`src/rtl/mem_pkg.sv`:
```
// Shared definitions for the memory controller / responder pair.
package mem_pkg;

    // Default word and address widths, shared with the controller.
    localparam int MEM_DATA_W = 8;
    localparam int MEM_ADDR_W = 4;

    // Responder state.
    typedef enum logic [1:0] {
        IDLE = 2'd0,
        BUSY = 2'd1,
        DONE = 2'd2,
        ERR  = 2'd3
    } mem_state_t;

    // Latched operation.
    typedef enum logic {
        OP_WR = 1'b0,
        OP_RD = 1'b1
    } mem_op_t;

endpackage

```
`src/rtl/mem_word_array.sv`:
```
// Word storage: synchronous write, synchronous registered read.
// Storage has no reset; only the read output register is cleared.
module mem_word_array
    import mem_pkg::*;
#(
    parameter int DATA_W = MEM_DATA_W,
    parameter int ADDR_W = MEM_ADDR_W
) (
    input  logic              clk,
    input  logic              rst_n,
    input  logic [ADDR_W-1:0] addr,
    input  logic              we,
    input  logic [DATA_W-1:0] wdata,
    input  logic              re,
    output logic [DATA_W-1:0] rdata
);

    localparam int DEPTH = 1 << ADDR_W;

    logic [DATA_W-1:0] mem [DEPTH];

    // Write port: contents are undefined until first written.
    always_ff @(posedge clk) begin
        if (we) begin
            mem[addr] <= wdata;
        end
    end

    // Read output register: loads only on a read, otherwise holds.
    always_ff @(posedge clk or negedge rst_n) begin
        if (!rst_n) begin
            rdata <= '0;
        end else if (re) begin
            rdata <= mem[addr];
        end
    end

endmodule

```
`src/rtl/mem_array_responder.sv`:
```
// Memory-side responder for the four-phase request/done handshake.
// Accepts one level request, waits WAIT_CYCLES, performs a single array
// access and holds mem_done until the request is withdrawn.
module mem_array_responder
    import mem_pkg::*;
#(
    parameter int DATA_W      = MEM_DATA_W,
    parameter int ADDR_W      = MEM_ADDR_W,
    parameter int WAIT_CYCLES = 2
) (
    input  logic              clk,
    input  logic              rst_n,
    input  logic              mem_write,
    input  logic              mem_read,
    input  logic [ADDR_W-1:0] mem_addr,
    input  logic [DATA_W-1:0] mem_wdata,
    output logic [DATA_W-1:0] mem_rdata,
    output logic              mem_done,
    output logic              mem_err
);

    // $clog2(1) is 0, so a zero wait count still needs a 1-bit counter.
    localparam int CNT_W = (WAIT_CYCLES > 0) ? $clog2(WAIT_CYCLES + 1) : 1;

    mem_state_t        state;
    mem_op_t           op;
    logic [CNT_W-1:0]  cnt;
    logic [ADDR_W-1:0] addr_q;
    logic [DATA_W-1:0] wdata_q;

    logic req_held;
    logic accept;
    logic access;
    logic arr_we;
    logic arr_re;

    // Request level of the latched op; the other request is ignored once busy.
    always_comb begin
        req_held = (op == OP_WR) ? mem_write : mem_read;
        accept   = (state == IDLE) && (mem_write ^ mem_read);
        access   = (state == BUSY) && req_held && (cnt == '0);
        arr_we   = access && (op == OP_WR);
        arr_re   = access && (op == OP_RD);
    end

    // Address/data capture at acceptance; later changes are ignored.
    always_ff @(posedge clk) begin
        if (accept) begin
            addr_q  <= mem_addr;
            wdata_q <= mem_wdata;
        end
    end

    // Handshake FSM with registered mem_done / mem_err.
    always_ff @(posedge clk or negedge rst_n) begin
        if (!rst_n) begin
            state    <= IDLE;
            op       <= OP_WR;
            cnt      <= '0;
            mem_done <= 1'b0;
            mem_err  <= 1'b0;
        end else begin
            mem_err <= 1'b0;
            case (state)
                IDLE: begin
                    if (mem_write && mem_read) begin
                        state   <= ERR;
                        mem_err <= 1'b1;
                    end else if (accept) begin
                        op    <= mem_write ? OP_WR : OP_RD;
                        cnt   <= CNT_W'(WAIT_CYCLES);
                        state <= BUSY;
                    end
                end
                BUSY: begin
                    if (!req_held) begin
                        // Abort: no access, single-cycle error pulse.
                        mem_err <= 1'b1;
                        state   <= IDLE;
                    end else if (cnt != '0) begin
                        cnt <= cnt - 1'b1;
                    end else begin
                        mem_done <= 1'b1;
                        state    <= DONE;
                    end
                end
                DONE: begin
                    if (!req_held) begin
                        mem_done <= 1'b0;
                        state    <= IDLE;
                    end
                end
                ERR: begin
                    if (!mem_write && !mem_read) begin
                        state <= IDLE;
                    end else begin
                        mem_err <= 1'b1;
                    end
                end
                default: begin
                    state    <= IDLE;
                    mem_done <= 1'b0;
                end
            endcase
        end
    end

    mem_word_array #(
        .DATA_W (DATA_W),
        .ADDR_W (ADDR_W)
    ) u_array (
        .clk   (clk),
        .rst_n (rst_n),
        .addr  (addr_q),
        .we    (arr_we),
        .wdata (wdata_q),
        .re    (arr_re),
        .rdata (mem_rdata)
    );

endmodule

```
`config.mk`:
```
export PLATFORM = sky130hd
export DESIGN_NAME = mem_array_responder
export DESIGN_NICKNAME = d
export VERILOG_FILES = /design/src/rtl/mem_pkg.sv /design/src/rtl/mem_word_array.sv /design/src/rtl/mem_array_responder.sv
export SDC_FILE = /design/constraint.sdc
export NUM_CORES = 1
export LEC_CHECK = 0
export CAP_MARGIN = 20
export CELL_PAD_IN_SITES_DETAIL_PLACEMENT = 1
export CELL_PAD_IN_SITES_GLOBAL_PLACEMENT = 2
export CORE_MARGIN = 2
export CORE_UTILIZATION = 51
export DETAILED_ROUTE_END_ITERATION = 7
export PLACE_DENSITY = 0.88
export SYNTH_ARGS = -nofsm -noshare
export SYNTH_HDL_FRONTEND = slang
export SYNTH_SLANG_ARGS = --single-unit
```
`constraint.sdc`:
```
create_clock -name clk -period 4.9 [get_ports clk]
set_input_delay 0.98 -clock clk [delete_from_list [all_inputs] [get_ports clk]]
set_output_delay 0.98 -clock clk [all_outputs]
set_load 0.1 [all_outputs]
```
## Word-level counts from Yosys, hierarchy flattened

Memory sizes are Yosys's and may differ from the RTL's. A register that Yosys moved wholly into a read port is not among the register bits.
Index checks and enable logic that the tools add are counted.

| storage, ports and cells | value |
|---|---|
| flip-flop bits (word level) | 19 |
| RAM bits | 128 |
| memories | 1 |
| word-level logic and storage cells | 67 |
| input port bits | 16 |
| output and inout port bits | 10 |

Memories:

| memory | words | bits a word | rd ports | clocked after Yosys merged registers in | write ports | RTL line | source |
|---|---|---|---|---|---|---|---|
| u_array.mem | 16 | 8 | 1 | 1 | 1 | mem_word_array.sv:20 | `logic [DATA_W-1:0] mem [DEPTH];` |

| operators by class | value |
|---|---|
| multiplexer cells | 24 |
| reductions and logical operators | 19 |
| eq/ne operators | 12 |
| bitwise logic cells | 3 |
| add/sub/neg operators | 1 |

Operators by type and width:

| cell | count |
|---|---|
| two-way mux 2 bit | 10 |
| != test 2 bit (second input constant) | 6 |
| two-way mux 1 bit | 10 |
| case mux 2 bit (4 select lines) | 1 |
| AND reduction 4 bit | 2 |
| logical AND 1 bit | 7 |
| nonzero test 2 bit | 3 |
| AND reduction 5 bit | 1 |
| equality test 2 bit (second input constant) | 2 |
| zero test 2 bit | 2 |
| case mux 2 bit (2 select lines) | 1 |
| zero test 1 bit | 3 |
| != test 3 x 2 -> 1 bit (second input constant) | 1 |
| != test 3 bit (second input constant) | 1 |
| case mux 1 bit (3 select lines) | 1 |
| AND reduction 3 bit | 1 |
| equality test 2 x 1 -> 1 bit (second input constant) | 1 |
| != test 2 x 1 -> 1 bit (second input constant) | 1 |
| inverter 1 bit | 2 |
| case mux 1 bit (2 select lines) | 1 |
| subtractor 2 x 1 -> 2 bit (second input constant) | 1 |
| XOR 1 bit | 1 |

## Longest topological paths before layout

| logic depth | value |
|---|---|
| depth in word-level cells | 6 |
| mapped depth | 8 |

## Modules after synthesis

A second synthesis with hierarchy kept.

| unflattened totals | value |
|---|---|
| cells, all modules | 370 |
| area total of the unflattened synthesis | 6,242.2 µm² |

Modules (own cells, without submodules):

| module | cells each | area an instance (µm²) | instances | seq. area each (µm²) |
|---|---|---|---|---|
| mem_word_array | 309 | 5,405.2 | 1 | 4,043.9 |
| mem_array_responder | 61 | 837.1 | 1 | 535.5 |

## Worst setup path after synthesis

No wires, ideal clock.

| path | value |
|---|---|
| path type | in2reg |
| from | input mem_write |
| to | register op |
| required time | 4.779 ns |
| cell stages on the path | 6 |
| data arrival time | 2.631 ns |
| slack | 2.147 ns |
| setup time | 0.121 ns |
| cells stage by stage | inv_1 > ha_1 > nor3b_1 > nand2b_1 > nand2_1 > o21ai_1 |

| on the way | value |
|---|---|
| cells in the longest elaborated chain, start to end | 3 |
| elaborated cells on any way between the ends | 6 |
| classes of those cells | mux: 1; bitwise: 2; reduce/logical: 3 |

Ends and longest elaborated chain:

| element | RTL line | source |
|---|---|---|
| from (decl) | mem_array_responder.sv:13 | `input logic mem_write,` |
| XOR 1 bit | mem_array_responder.sv:40 | `accept = (state == IDLE) && (mem_write ^ mem_read);` |
| logical AND 1 bit | mem_array_responder.sv:40 |  |
| named net accept | mem_array_responder.sv:32 | `logic accept;` |
| AND reduction 3 bit (no source line) | -- |  |
| to (signal assigned) | mem_array_responder.sv:70 | `op <= mem_write ? OP_WR : OP_RD;` |
| to (decl) | mem_array_responder.sv:26 | `mem_op_t op;` |

The timed path passes the listed nets, and every way through them passes these cells.
A chain may end at the register's enable or synchronous reset.

## Worst setup path in the final report

| path | value |
|---|---|
| from | input mem_write |
| to | memory u_array.mem[13][1] (netlist name), enable pin |

| on the way | value |
|---|---|
| cells in the longest elaborated chain, start to end | 6 |

Ends and longest elaborated chain:

| element | RTL line | source |
|---|---|---|
| two-way mux 1 bit | mem_array_responder.sv:39 | `req_held = (op == OP_WR) ? mem_write : mem_read;` |
| logical AND 1 bit (2 in a row) | mem_array_responder.sv:41 | `access = (state == BUSY) && req_held && (cnt == '0);` |
| logical AND 1 bit | mem_array_responder.sv:42 | `arr_we = access && (op == OP_WR);` |
| two-way mux 1 bit | mem_word_array.sv:24 | `if (we) begin` |
| two-way mux 1 bit (implied by the code) | mem_word_array.sv:25 | `mem[addr] <= wdata;` |
| to (decl) | mem_word_array.sv:20 |  |

No other way between the ends.

==> metrics.csv <==
stage,metric,value,unit
logic_synthesis,"EDFF count, synth",140,
hold_path,Hold WC Path Type,flop to flop,
grt,first-pass GRT wire length,20.12,mm
timing,WHS,505.6,ps
final_layout,ant diodes,0,
cts,Resize count post-CTS,0,
setup_path,CP endpoint kind,flop,
logic_synthesis,Syn Inst Count,309,
cts,CTS max path bufs,2,
routing,drt wl/cell,26.14,um
routing,via/cell ratio,5.931,
timing,setup TNS,0,ps
logic_synthesis,main combinational cell family by area after synthesis,multiplexers,
grt,vias in the first global route,3177,
setup_path,Worst path max stage delay,680,ps
cts,Root Buffer,clkbuf_16,
final_layout,layout cells sized above 1,0.1894,
timing,worst slew pin tran,1019,ps
floorplan,# rows,40,
logic_synthesis,asr flop ratio synth,0.09677,
final_layout,Synth-to-Final Area Change,15.45,%
placement,placed instance area,6504,um^2
final_layout,fin cells,506,
grt,gr ovfl total,0,
floorplan,initial core utilization,0.5174,
routing,initial DRC count,259,
final_layout,"Core Util, Final",0.5974,
routing,DRT Wirelength,13.23,mm
floorplan,DIE HEIGHT,113.9,um
cts,post-CTS setup buffers,0,
cts,CTS tree,built,
placement,DP HPWL,8.523,mm
logic_synthesis,Synth Area in Compound Gates,0.03106,
power_and_ir_drop,Max VDD drop,0.2522,mV
setup_path,CP max stage cell,nor2_1,
setup_path,"Arr. time, crit path",3020,ps
setup_path,worst-path maximum fanout,8,
routing,Routed Antenna Nets,0,
timing,unrepaired setup endpoints after global routing,no,
power_and_ir_drop,Overall Power,3.548,mW
setup_path,top cell family by delay on the critical path,simple AND/OR/NAND/NOR gates,
cts,htree depth,4,
floorplan,Ports,26,
logic_synthesis,mux cell area share after synthesis,0.1484,
floorplan,Die Wd,113.9,um
setup_path,Required @ worst endpoint,4950,ps
logic_synthesis,"Seq/Total Area, Yosys",0.7430,
placement,placed instance count,469,
job,Max-Cap Viols,0,
timing,setup ws final,1925,ps
outcome,outcome,"complete, no violations",
placement,"worst slack, placed",1173,ps
timing,Final Cycle Share,0.6071,
final_layout,final design area excluding fillers,7116,um^2
timing,fin crit period,2975,ps
placement,port bufs,25,
power_and_ir_drop,Power Density,498.6,nW/um^2
logic_synthesis,Post-Synth Simple-Gate Area,0.04730,
routing,Residual DRC,0,
grt,GRT Util Overall,0.2217,
timing,Setup-failing EPs final,0,
logic_synthesis,ys flop type,edfxtp_1,
grt,largest net degree at the start of global routing,30,
power_and_ir_drop,leak pwr,2.373,nW
cts,clk slew on worst S/H paths,60,ps
setup_path,startpoint type of the worst setup path,input port,
logic_synthesis,Synth cell types,37,
floorplan,die area,12980,um^2
routing,DR pass1 iterations,4,
logic_synthesis,Syn Nets,329,
timing,Max Clock Freq,0.3361,GHz
final_layout,nets,366,
timing,Slew Limit Fails,0,
timing,Final Hold Vio Count,0,
logic_synthesis,XOR/XNOR Fraction of Synth Area,0,
logic_synthesis,adder-cell area share of the yosys netlist,0.008120,
placement,gpl congestion,0.8175,
setup_path,critical path type,input port to flop,
logic_synthesis,Synthesis Warnings,0,
cts,Clock Latency Late Sink,420,ps
cts,CTS Buf Count,17,
logic_synthesis,Syn Area/Cell,19.95,um^2
routing,Vias,3001,
timing,Rel. slew slack,0.3185,
cts,Sink Count,155,
setup_path,"critical path, cell by cell",clkdlybuf4s50_1 -> nand2b_1 -> or4_1 -> nor2_1,
timing,clock skew,6.852,ps
setup_path,"Buf+Inv Stages, Crit Path",1,
floorplan,core area,11910,um^2
grt,antenna violations before repair,0,
logic_synthesis,Yosys reg bits,155,
cts,# hold bufs at CTS,0,
logic_synthesis,post-synthesis cell area,6163,um^2
worst register-to-register path: stages, from the launching register on:
cell      delay, ps
edfxtp_1        720
buf_4           510
mux4_1          700
mux2_2          330
a22oi_1         200
o211ai_1        100
cells by family (layout without fill, tap and decap cells):
group | after synthesis | count (layout)
DFF | 155 | 155
and+or+nand+nor | 57 | 57
muxes | 45 | 45
AOI/OAI and AO/OA | 28 | 28
buffers and inverters | 20 | 70
adders and majority gates | 4 | 4
synth_stat cells (2+ instances only):
cell type  count  share of area
nand3_1        2         0.0016
o21ai_1        4         0.0032
buf_2          3         0.0024
a31oi_1        2         0.0020
dfrtp_1       15          0.061
edfxtp_1     140           0.68
a22oi_1        7         0.0085
o21ai_0        2         0.0016
inv_1          6         0.0037
o211ai_1       7         0.0085
nor2_1        15         0.0091
a21oi_1        2         0.0016
mux2_2         9          0.016
nand2b_1       5         0.0051
ha_1           4         0.0081
clkbuf_4       3         0.0037
or4_1          2         0.0024
mux4_1        14          0.060
mux4_2        18          0.066
nor3_1         5         0.0041
clkbuf_1       3         0.0018
mux2i_1        4         0.0065
buf_6          4         0.0073
nand2_1       20          0.012
area by class of cell:
class,count,area [um^2]
well taps,147,183.9
multi-input cells,134,1453
clock inverters,14,148.9
repair buffers,32,299.0
inverters,6,22.52
clock buffers,18,429.2
fillers,1023,4796
flip-flops and latches,155,4579
worst paths after layout:
| path | startpoint | end | slack (ps) | cells after the start |
|---|---|---|---|---|
| worst max register to register | addr_q[1] | u_array.rdata[3] | 2200 | 5 |
| max in group asynchronous | rst_n | u_array.rdata[6] | 3490 | 1 |
| min in group asynchronous | rst_n | mem_done | 970 | 1 |
| worst max-delay path | mem_write | u_array.mem[13][1] | 1920 | 4 |
| worst min-delay path | u_array.rdata[3] | u_array.rdata[3] | 510 | 2 |
| worst min register to register | u_array.rdata[3] | u_array.rdata[3] | 510 | 2 |
registers in the layout (all words and copies together), names as in the netlist:
| register | count |
|---|---|
| mem_done | 1 |
| op | 1 |
| u_array.rdata | 8 |
| cnt | 2 |
| addr_q | 4 |
| state | 2 |
| wdata_q | 8 |
| mem_err | 1 |
| u_array.mem | 128 |
routing by layer:
| layer | track usage | share of wire | wire length (um) |
|---|---|---|---|
| met1 | 0.3072 | 0.43 | 5754 |
| met2 | 0.3425 | 0.48 | 6377 |
| met3 | 0.04888 | 0.060 | 796 |
| met4 | 0.09837 | 0.023 | 299 |
| met5 | 0 | 0 | 0 |
report_power, final:
| group | total [mW] | internal, mW | switching (mW) |
|---|---|---|---|
| clock network | 1.28 | 0.750 | 0.528 |
| registers | 1.70 | 1.56 | 0.140 |
| logic | 0.574 | 0.213 | 0.361 |
| total | 3.55 | 2.52 | 1.03 |
cell usage in the layout, fill, tap and decap left out, drive strengths merged, types with 2 or more instances in the layout:
| cell | instances |
|---|---|
| a21oi | 2 |
| a22oi | 7 |
| a31oi | 2 |
| buf | 6 |
| bufinv | 2 |
| clkbuf | 19 |
| clkdlybuf4s50 | 25 |
| clkinv | 8 |
| clkinvlp | 3 |
| dfrtp | 15 |
| edfxtp | 140 |
| ha | 4 |
| inv | 7 |
| mux2 | 9 |
| mux2i | 4 |
| mux4 | 32 |
| nand2 | 20 |
| nand2b | 5 |
| nand3 | 2 |
| nand3b | 2 |
| nor2 | 15 |
| nor3 | 5 |
| o211ai | 7 |
| o21ai | 6 |
| or4 | 2 |
No activity file was read; power rests on OpenSTA's default activity.
